$ cat src/rtl/audio_pkg.sv
// Field layout of packed note commands and the sequencer state encoding.
package audio_pkg;

  localparam int HALF_W   = 18;
  localparam int DUR_W    = 14;
  localparam int VOL_W    = 10;
  localparam int CMD_W    = 32;
  localparam int HALF_LSB = 14;
  localparam int DUR_LSB  = 0;

  typedef enum logic [1:0] {IDLE, LOAD, PLAY} seq_state_t;

  function automatic logic [HALF_W-1:0] cmd_half(input logic [CMD_W-1:0] cmd);
    return cmd[HALF_LSB +: HALF_W];
  endfunction

  function automatic logic [DUR_W-1:0] cmd_dur(input logic [CMD_W-1:0] cmd);
    return cmd[DUR_LSB +: DUR_W];
  endfunction

endpackage

$ cat src/rtl/note_fifo.sv
// Synchronous command FIFO; read data is registered and valid the cycle after a pop.
module note_fifo #(
  parameter int WIDTH = 32,
  parameter int DEPTH = 8
) (
  input  logic                    clock,
  input  logic                    reset,
  input  logic                    push,
  input  logic                    pop,
  input  logic                    flush,
  input  logic [WIDTH-1:0]        wr_data,
  output logic [WIDTH-1:0]        rd_data,
  output logic [$clog2(DEPTH):0]  count,
  output logic                    full,
  output logic                    empty
);

  localparam int PTR_W = $clog2(DEPTH);
  localparam logic [PTR_W-1:0] PTR_ONE  = PTR_W'(1);
  localparam logic [PTR_W:0]   CNT_ONE  = (PTR_W + 1)'(1);
  localparam logic [PTR_W:0]   CNT_FULL = (PTR_W + 1)'(DEPTH);

  logic [WIDTH-1:0] mem [DEPTH];
  logic [PTR_W-1:0] wr_ptr;
  logic [PTR_W-1:0] rd_ptr;
  logic             do_push;
  logic             do_pop;

  assign full    = (count == CNT_FULL);
  assign empty   = (count == '0);
  assign do_pop  = pop && !empty && !flush;
  // A full FIFO still takes a write when the head leaves in the same cycle.
  assign do_push = push && !flush && (!full || do_pop);

  always_ff @(posedge clock) begin
    if (do_push) begin
      mem[wr_ptr] <= wr_data;
    end
  end

  always_ff @(posedge clock or posedge reset) begin
    if (reset) begin
      wr_ptr  <= '0;
      rd_ptr  <= '0;
      count   <= '0;
      rd_data <= '0;
    end else if (flush) begin
      wr_ptr <= '0;
      rd_ptr <= '0;
      count  <= '0;
    end else begin
      if (do_push) begin
        wr_ptr <= wr_ptr + PTR_ONE;
      end
      if (do_pop) begin
        rd_ptr  <= rd_ptr + PTR_ONE;
        rd_data <= mem[rd_ptr];
      end
      if (do_push && !do_pop) begin
        count <= count + CNT_ONE;
      end else if (do_pop && !do_push) begin
        count <= count - CNT_ONE;
      end
    end
  end

endmodule

$ cat src/rtl/note_sequencer.sv
// Plays queued note commands in order as a square wave on the PWM duty output.
module note_sequencer
  import audio_pkg::*;
#(
  parameter int CLK_HZ     = 50_000_000,
  parameter int TICK_HZ    = 1000,
  parameter int FIFO_DEPTH = 8
) (
  input  logic                         clock,
  input  logic                         reset,
  input  logic                         wr_en,
  input  logic [CMD_W-1:0]             wr_data,
  input  logic [VOL_W-1:0]             volume,
  input  logic                         flush,
  output logic [VOL_W-1:0]             duty_cycle,
  output logic                         busy,
  output logic                         note_done,
  output logic [$clog2(FIFO_DEPTH):0]  fifo_count,
  output logic                         full,
  output logic                         empty,
  output logic                         overflow
);

  localparam int TICK_DIV = CLK_HZ / TICK_HZ;
  localparam int PRE_W    = $clog2(TICK_DIV);
  localparam logic [PRE_W-1:0] PRE_MAX = PRE_W'(TICK_DIV - 1);

  seq_state_t        state, state_next;
  logic [HALF_W-1:0] half_q, half_next;
  logic [HALF_W-1:0] hcnt_q, hcnt_next;
  logic [DUR_W-1:0]  rem_q, rem_next;
  logic [PRE_W-1:0]  pre_q, pre_next;
  logic              phase_q, phase_next;
  logic [VOL_W-1:0]  vol_q, vol_next;
  logic [VOL_W-1:0]  duty_next;
  logic              busy_next;
  logic              done_next;
  logic              ovf_next;
  logic              pop;
  logic              tick_wrap;
  logic [CMD_W-1:0]  head;
  logic [HALF_W-1:0] head_half;
  logic [DUR_W-1:0]  head_dur;

  note_fifo #(
    .WIDTH (CMD_W),
    .DEPTH (FIFO_DEPTH)
  ) u_fifo (
    .clock   (clock),
    .reset   (reset),
    .push    (wr_en),
    .pop     (pop),
    .flush   (flush),
    .wr_data (wr_data),
    .rd_data (head),
    .count   (fifo_count),
    .full    (full),
    .empty   (empty)
  );

  assign head_half = cmd_half(head);
  assign head_dur  = cmd_dur(head);
  assign tick_wrap = (pre_q == PRE_MAX);

  always_comb begin
    state_next = state;
    half_next  = half_q;
    hcnt_next  = hcnt_q;
    rem_next   = rem_q;
    pre_next   = pre_q;
    phase_next = phase_q;
    vol_next   = vol_q;
    duty_next  = '0;
    busy_next  = 1'b0;
    done_next  = 1'b0;
    ovf_next   = overflow;
    pop        = 1'b0;
    if (flush) begin
      state_next = IDLE;
      ovf_next   = 1'b0;
    end else begin
      case (state)
        IDLE: begin
          if (!empty) begin
            pop        = 1'b1;
            state_next = LOAD;
          end
        end
        LOAD: begin
          half_next = head_half;
          rem_next  = head_dur;
          vol_next  = volume;
          if (head_dur == '0) begin
            state_next = IDLE;
          end else begin
            pre_next   = '0;
            hcnt_next  = '0;
            phase_next = (head_half != '0);
            duty_next  = (head_half != '0) ? volume : '0;
            busy_next  = 1'b1;
            state_next = PLAY;
          end
        end
        PLAY: begin
          busy_next = 1'b1;
          pre_next  = tick_wrap ? '0 : pre_q + PRE_W'(1);
          // A zero half-period is a rest: the output stays silent for the whole note.
          if (half_q != '0) begin
            if (hcnt_q == half_q - HALF_W'(1)) begin
              hcnt_next  = '0;
              phase_next = ~phase_q;
            end else begin
              hcnt_next = hcnt_q + HALF_W'(1);
            end
          end else begin
            phase_next = 1'b0;
          end
          duty_next = phase_next ? vol_q : '0;
          if (tick_wrap) begin
            rem_next = rem_q - DUR_W'(1);
            if (rem_q == DUR_W'(1)) begin
              state_next = IDLE;
              done_next  = 1'b1;
              busy_next  = 1'b0;
              duty_next  = '0;
            end
          end
        end
        default: state_next = IDLE;
      endcase
      if (wr_en && full && !pop) begin
        ovf_next = 1'b1;
      end
    end
  end

  always_ff @(posedge clock or posedge reset) begin
    if (reset) begin
      state      <= IDLE;
      half_q     <= '0;
      hcnt_q     <= '0;
      rem_q      <= '0;
      pre_q      <= '0;
      phase_q    <= 1'b0;
      vol_q      <= '0;
      duty_cycle <= '0;
      busy       <= 1'b0;
      note_done  <= 1'b0;
      overflow   <= 1'b0;
    end else begin
      state      <= state_next;
      half_q     <= half_next;
      hcnt_q     <= hcnt_next;
      rem_q      <= rem_next;
      pre_q      <= pre_next;
      phase_q    <= phase_next;
      vol_q      <= vol_next;
      duty_cycle <= duty_next;
      busy       <= busy_next;
      note_done  <= done_next;
      overflow   <= ovf_next;
    end
  end

endmodule

$ cat config.mk
export PLATFORM = sky130hd
export DESIGN_NAME = note_sequencer
export DESIGN_NICKNAME = d
export VERILOG_FILES = /design/src/rtl/audio_pkg.sv /design/src/rtl/note_fifo.sv /design/src/rtl/note_sequencer.sv
export SDC_FILE = /design/constraint.sdc
export NUM_CORES = 1
export LEC_CHECK = 0
export ABC_AREA = 1
export CORE_ASPECT_RATIO = 2
export CORE_UTILIZATION = 45
export CTS_CLUSTER_DIAMETER = 150
export CTS_CLUSTER_SIZE = 12
export DETAILED_ROUTE_END_ITERATION = 8
export GPL_TIMING_DRIVEN = 0
export SLEW_MARGIN = 20
export SYNTH_ARGS = -nofsm -noshare
export SYNTH_HDL_FRONTEND = slang
export SYNTH_HIERARCHICAL = 1
export SYNTH_SLANG_ARGS = --single-unit
$ cat constraint.sdc
create_clock -name clock -period 3.9 [get_ports clock]
set_input_delay 1.17 -clock clock [delete_from_list [all_inputs] [get_ports clock]]
set_output_delay 1.17 -clock clock [all_outputs]
set_load 0.03 [all_outputs]
==> reports/qor.yml, run 1 <==
power.density_cell_area_mw_per_mm2: 626
die_y_um: 280
ys_warn_count: 6
postSynth.topFlopCell: "sky130_fd_sc_hd__edfxtp_1"
p_clk_share_pct: 26.2
muxShareOfSynthArea_pct: 0.260
core_area_mm2: 0.0379
drv.max_cap_violation_count: 0
post_synth_fa_ha_maj_area_fraction_pct: 1.05
drt_wl_total_mm: 46.3
final_setup_violation_count: 0
synthToLayoutAreaGrowth_pct: 15.2
dp_worst_setup_slack_ps: -506
synth_cell_types: 42
floorplan.io_pins: 65
hold_startpoint: "u_fifo/rd_data[9]"
rsz_0062_raised_after_global_routing: "false"
root_buf_cell: "sky130_fd_sc_hd__clkbuf_16"
clock-sinks: 390
critical_path_peak_fanout: 12
r2r_start: "u_fifo/count[2]"
cts_max_path_buffers: 3
fp-row-count: 101
detailroute.via_count: 12703
cp-end-kind: "register"
synthesis.area_per_instance_um2: 10.2
combinational_family_with_the_most_area_after_synthesis: "simple AND/OR/NAND/NOR gates"
final_max_slew_viol_count: 0
power.leakage_uw: 0.00765
synth_top_area_cell: "sky130_fd_sc_hd__edfxtp_1"
most_frequent_cells_in_the_layout: "313 x sky130_fd_sc_hd__nor2_1, 256 x sky130_fd_sc_hd__edfxtp_1, 255 x sky130_fd_sc_hd__nand2_1"
postLayoutSetupSlackWorst_ps: 185
gr-total-overflow: 0
final-hold-violation-count: 0
cp.required_ps: 4140
synth_top_area_share_pct: 44.3
clk_latency_ps: 550
design.die.area_mm2: 0.0394
class_of_the_most_critical_setup_path: "input pin to register"
synth_async_sr_flop_share_pct: 34.4
ant_nets: 0
postSynthCellCount: 1704
fmax_ghz: 0.269
netlist_top_cells_area: "sky130_fd_sc_hd__edfxtp_1 44%, sky130_fd_sc_hd__dfrtp_1 19%, sky130_fd_sc_hd__nor2_1 7.0%"
detail_route.vias_per_cell: 5.55
cts_inserted_buffers: 38
antenna_found_initial: 1
grt_start_max_net_pins: 58
critical_path.startpoint: "flush"
place.gp.congestion: 0.908
status: "completed"
crit_arrival_ps: 3950
drt-wirelength-per-cell_um: 20.2
netSwitchingFraction_pct: 36.1
total_negative_slack_for_setup_checks_ps: 0
cts_tree: "done"
reg2reg_to: "u_fifo/mem[2][17]"
grt_first_pass_wirelength_mm: 72.0
synth_simple_gate_area_share_pct: 18.0
synth_enable_flop_cells: 256
post_synthesis_compound_gate_area_fraction_pct: 10.3
yosysSeqAreaShare_pct: 63.7
endpoint: "u_fifo/mem[2][17]"
synthesis.area_mm2: 0.0173
track_usage_pct: 24.3
p_seq_share_pct: 42.5
initial_core_util_pct: 45.7
place_hpwl_mm: 32.9
setup_slack_on_the_worst_flop_to_flop_path_ps: 850
tightest_slew_ps: 833
slew-limit-headroom_pct: 44.5
layout.nets: 1881
share_of_post_route_cells_with_drive_strength_above_1_pct: 6.95
port-buffer-count: 64
crit_path_start_kind: "input pin"
yosys.area_share.xor_xnor_pct: 1.72
synthesis.nets: 1764
finalCritPeriodShare_pct: 95.2
ff2ff_path_depth: 12
number_of_global_route_vias_before_repair: 13016
remaining_drc_errors: 0
p_int_uw: 7990
cts-hold-fix-buffers: 0
clock_skew_after_layout_ps: 14.7
clock_tree.htree_level_count: 2
mostFrequentLayoutCell: "sky130_fd_sc_hd__nor2_1"
ys_ff_latch: 390
dieWidth_um: 141
finalWorstPathRequiredPeriod_ps: 3710
netSwitchingPower_uw: 4520
drt_pass1_iterations: 5
vdd_ir_drop_max_mv: 0.361
worst_hold_path_type: "register to register"
antenna_cells_inserted: 0
initialDrtViolationCount: 717
power.combinational.fraction_pct: 31.3
fin_hold_ws_ps: 482
clk_transition_reported_paths_ps: 60
-- synthesized netlist by cell type (10+ instances only) --
| master | n |
|---|---|
| sky130_fd_sc_hd__clkbuf_1 | 31 |
| sky130_fd_sc_hd__buf_2 | 20 |
| sky130_fd_sc_hd__ha_1 | 13 |
| sky130_fd_sc_hd__dfrtp_1 | 134 |
| sky130_fd_sc_hd__edfxtp_1 | 256 |
| sky130_fd_sc_hd__nand2_1 | 255 |
| sky130_fd_sc_hd__nand4_1 | 12 |
| sky130_fd_sc_hd__nand3_1 | 100 |
| sky130_fd_sc_hd__nor3_1 | 18 |
| sky130_fd_sc_hd__inv_1 | 123 |
| sky130_fd_sc_hd__o21ai_0 | 142 |
| sky130_fd_sc_hd__a21oi_1 | 61 |
| sky130_fd_sc_hd__buf_1 | 10 |
| sky130_fd_sc_hd__nor2_1 | 321 |
| sky130_fd_sc_hd__o21ai_1 | 32 |
| sky130_fd_sc_hd__o211ai_1 | 66 |
| sky130_fd_sc_hd__nor4_1 | 10 |
| sky130_fd_sc_hd__xor2_1 | 28 |
-- timing repair --
| action | in CTS | in global routing |
|---|---|---|
| resized for setup | 0 | 1 |
| endpoints found under the setup margin | 0 | 77 |
| setup buffers | 0 | 1 |
-- cell families (layout without fill, tap and decap cells) --
family                     Yosys count  in the layout
xor gates and xnor gates            34             34
AOI/OAI and AO/OA                  317            317
DFF                                390            390
buffers and inverters              201            324
muxes                                4              4
adders and majority gates           14             14
and+or+nand+nor                    744            744
-- how the worst min path moves through the flow --
stage | endpoint | cells past startpoint
3_3_place_gp | u_fifo/rd_data[8] | 2
2_1_floorplan | u_fifo/rd_data[8] | 2
5_1_grt | u_fifo/rd_data[8] | 2
4_1_cts | u_fifo/rd_data[8] | 2
3_5_place_dp | u_fifo/rd_data[8] | 2
6_report | u_fifo/rd_data[9] | 2
-- flip-flops by register name, summed over array words and instances, names as in the netlist --
signal and flops:
busy 1, state 2, u_fifo/mem 256, u_fifo/rd_ptr 3, note_done 1, pre_q 16, hcnt_q 18, u_fifo/rd_data 32
duty_cycle 10, half_q 18, overflow 1, phase_q 1, vol_q 10, u_fifo/wr_ptr 3, rem_q 14, u_fifo/count 4
-- per-stage QoR --
step                instances  cell area, um2  power, uW  utilization [%]
floorplan                1704           17300       7900                -
global placement         2231           18600       9180             48.9
detailed placement       2243           18900       9300             49.9
CTS                      2289           19900      12600             52.6
global route             2290           20000      13200             52.7
finish                   2290           20000      12500             52.7
-- power groups by stage --
stage | clock network, uW | logic, uW | registers [uW]
finish | 3280 | 3910 | 5320
global route | 3500 | 4350 | 5380
CTS | 3350 | 3920 | 5320
detailed placement | 0 | 3900 | 5400
global placement | 0 | 3780 | 5400
floorplan | 0 | 2540 | 5360
-- metal layers --
layer,track usage (%),part of all wire (%),up-vias
li1,-,-,6033
met1,25.6,36,6157
met2,47.3,55,388
met3,2.82,4.5,123
met4,11.2,4.2,2
met5,0,0.026,-
-- area by class of cell --
class,instances,area (um2)
repair buffers,77,956
well taps,463,579
inverters,127,482
multi-input cells,1113,5500
plain buffers,74,382
flip-flops and latches,390,11000
clock inverters,3,41.3
fillers,3491,17900
clock buffers,43,991
-- worst max-delay path: stages --
cell and delay (ps):
sky130_fd_sc_hd__clkdlybuf4s50_1 690, sky130_fd_sc_hd__nor3_2 450, sky130_fd_sc_hd__inv_1 80, sky130_fd_sc_hd__nand3_1 90
sky130_fd_sc_hd__nand2_1 110, sky130_fd_sc_hd__inv_1 160, sky130_fd_sc_hd__nand2_1 270, sky130_fd_sc_hd__nor2_4 530
sky130_fd_sc_hd__buf_16 220, sky130_fd_sc_hd__buf_8 170
Power figures use the tool's default switching activity.
==> run 2, diff against run 1 <==
--- a/config.mk
+++ b/config.mk
@@ -12,6 +12,7 @@
 export CTS_CLUSTER_SIZE = 12
 export DETAILED_ROUTE_END_ITERATION = 8
 export GPL_TIMING_DRIVEN = 0
+export PLACE_DENSITY_LB_ADDON = 0.05
 export SLEW_MARGIN = 20
 export SYNTH_ARGS = -nofsm -noshare
 export SYNTH_HDL_FRONTEND = slang
==> run 2 against run 1 <==
Against the previous run: critical path depth fell by 1; critical endpoint is now u_fifo/mem[1][18]; wire length increased by 2.0%; largest power group unchanged; sequential cell count unchanged.
==> reports/qor.yml, run 2 (synthesized netlist as in run 1, its figures left out) <==
power.density_cell_area_mw_per_mm2: 624
crit_path_start_kind: "input pin"
p_total_uw: 12500
class_of_the_most_critical_setup_path: "input pin to register"
clock_tree.htree_level_count: 2
most_frequent_cells_in_the_layout: "313 x sky130_fd_sc_hd__nor2_1, 256 x sky130_fd_sc_hd__edfxtp_1, 255 x sky130_fd_sc_hd__nand2_1"
cts_inserted_buffers: 38
number_of_global_route_vias_before_repair: 13027
final_setup_violation_count: 0
ant_nets: 0
final_area_mm2: 0.0200
grt_use_met1_pct: 25.9
fin_hold_ws_ps: 489
slew-limit-headroom_pct: 44.0
grt_util_met2_pct: 48.7
antenna_cells_inserted: 0
grt.busiest_layer: "met2"
cts_tree: "done"
detailroute.via_count: 12719
max_ffs_per_register: 256
place.gp.congestion: 0.878
final_max_slew_viol_count: 0
max_flop_register: "u_fifo/mem"
finalCritPeriodShare_pct: 92.5
grt_first_pass_wirelength_mm: 73.2
remaining_drc_errors: 0
fp-row-count: 101
layout.core_utilization_pct: 52.8
cp-end-kind: "register"
clk_latency_ps: 540
dieWidth_um: 141
die_y_um: 280
design.die.area_mm2: 0.0394
biggestRegsByFlops: "u_fifo/mem x256, u_fifo/rd_data x32"
grtUsageMet3_pct: 2.82
postPlaceCellArea_mm2: 0.0188
drt_pass1_iterations: 7
gr-total-overflow: 0
drt_wl_total_mm: 47.3
grt_start_max_net_pins: 65
tightest_slew_ps: 840
power.leakage_uw: 0.00768
drv.max_cap_violation_count: 0
finalWorstPathRequiredPeriod_ps: 3610
track_usage_pct: 24.9
clock_skew_after_layout_ps: 22.1
cts-hold-fix-buffers: 0
core_area_mm2: 0.0379
status: "completed"
port-buffer-count: 64
initialDrtViolationCount: 679
cp.required_ps: 4130
root_buf_cell: "sky130_fd_sc_hd__clkbuf_16"
synthToLayoutAreaGrowth_pct: 15.5
mostFrequentLayoutCell: "sky130_fd_sc_hd__nor2_1"
critical_path_peak_fanout: 20
drt-wirelength-per-cell_um: 20.5
floorplan.io_pins: 65
place_hpwl_mm: 33.2
crit_arrival_ps: 3840
antenna_found_initial: 1
postLayoutSetupSlackWorst_ps: 293
dp_worst_setup_slack_ps: -461
final-hold-violation-count: 0
vdd_ir_drop_max_mv: 0.362
detail_route.vias_per_cell: 5.53
clk_transition_reported_paths_ps: 60
rsz_0062_raised_after_global_routing: "false"
share_of_post_route_cells_with_drive_strength_above_1_pct: 7.40
layout.nets: 1891
worst_hold_path_type: "register to register"
fmax_ghz: 0.277
cts_max_path_buffers: 3
clock-sinks: 390
initial_core_util_pct: 45.7
==> run 2: final timing paths <==
| check | start | to | slack, ps | cells after the start |
|---|---|---|---|---|
| max | flush | u_fifo/mem[1][18] | 290 | 9 |
| min | u_fifo/rd_data[9] | u_fifo/rd_data[9] | 490 | 2 |
| max reg2reg | u_fifo/count[0] | u_fifo/mem[1][18] | 980 | 11 |
| min reg2reg | u_fifo/rd_data[9] | u_fifo/rd_data[9] | 490 | 2 |
| max in group asynchronous | reset | half_q[4] | 2200 | 3 |
| min in group asynchronous | reset | state[0] | 1060 | 2 |
==> run 2: cell type report <==
type	count	area [um2]
plain buffers	74	382
multi-input cells	1113	5500
clock buffers	45	998
repair buffers	87	1020
well taps	463	579
flip-flops and latches	390	11000
clock inverters	2	17.5
fillers	3468	17900
inverters	127	482
==> run 2: worst max-delay path, cell delays in order <==
cell,delay [ps]
sky130_fd_sc_hd__clkdlybuf4s50_1,700
sky130_fd_sc_hd__nor3_2,450
sky130_fd_sc_hd__inv_1,70
sky130_fd_sc_hd__nand3_1,80
sky130_fd_sc_hd__nand2_1,110
sky130_fd_sc_hd__inv_1,150
sky130_fd_sc_hd__nand2_1,260
sky130_fd_sc_hd__nor2_4,540
sky130_fd_sc_hd__buf_12,270
==> run 2: layer usage <==
metal	vias to the layer above	wire length (um)	share of wire, %
li1	6076	-	-
met1	6198	17300	37
met2	330	26200	56
met3	113	1680	3.6
met4	2	2030	4.3
met5	-	13	0.028
==> run 2: metrics by stage <==
| step | setup TNS, ps | cells |
|---|---|---|
| 3_5_place_dp | -83630 | 2241 |
| 3_3_place_gp | -717240 | 2231 |
| 5_1_grt | 0 | 2301 |
| 4_1_cts | 0 | 2288 |
| 2_1_floorplan | 0 | 1704 |
| 6_report | 0 | 2301 |
==> run 2: repair_timing <==
action / in CTS / in global routing
buffers inserted: 0 / 13
endpoints found under the setup margin: 0 / 155
gates resized for setup: 0 / 1
==> run 2: report_power, final <==
part | internal [uW] | total, uW | switching [uW]
clock | 1790 | 3270 | 1480
combinational | 1260 | 3900 | 2640
sequential | 4940 | 5320 | 386
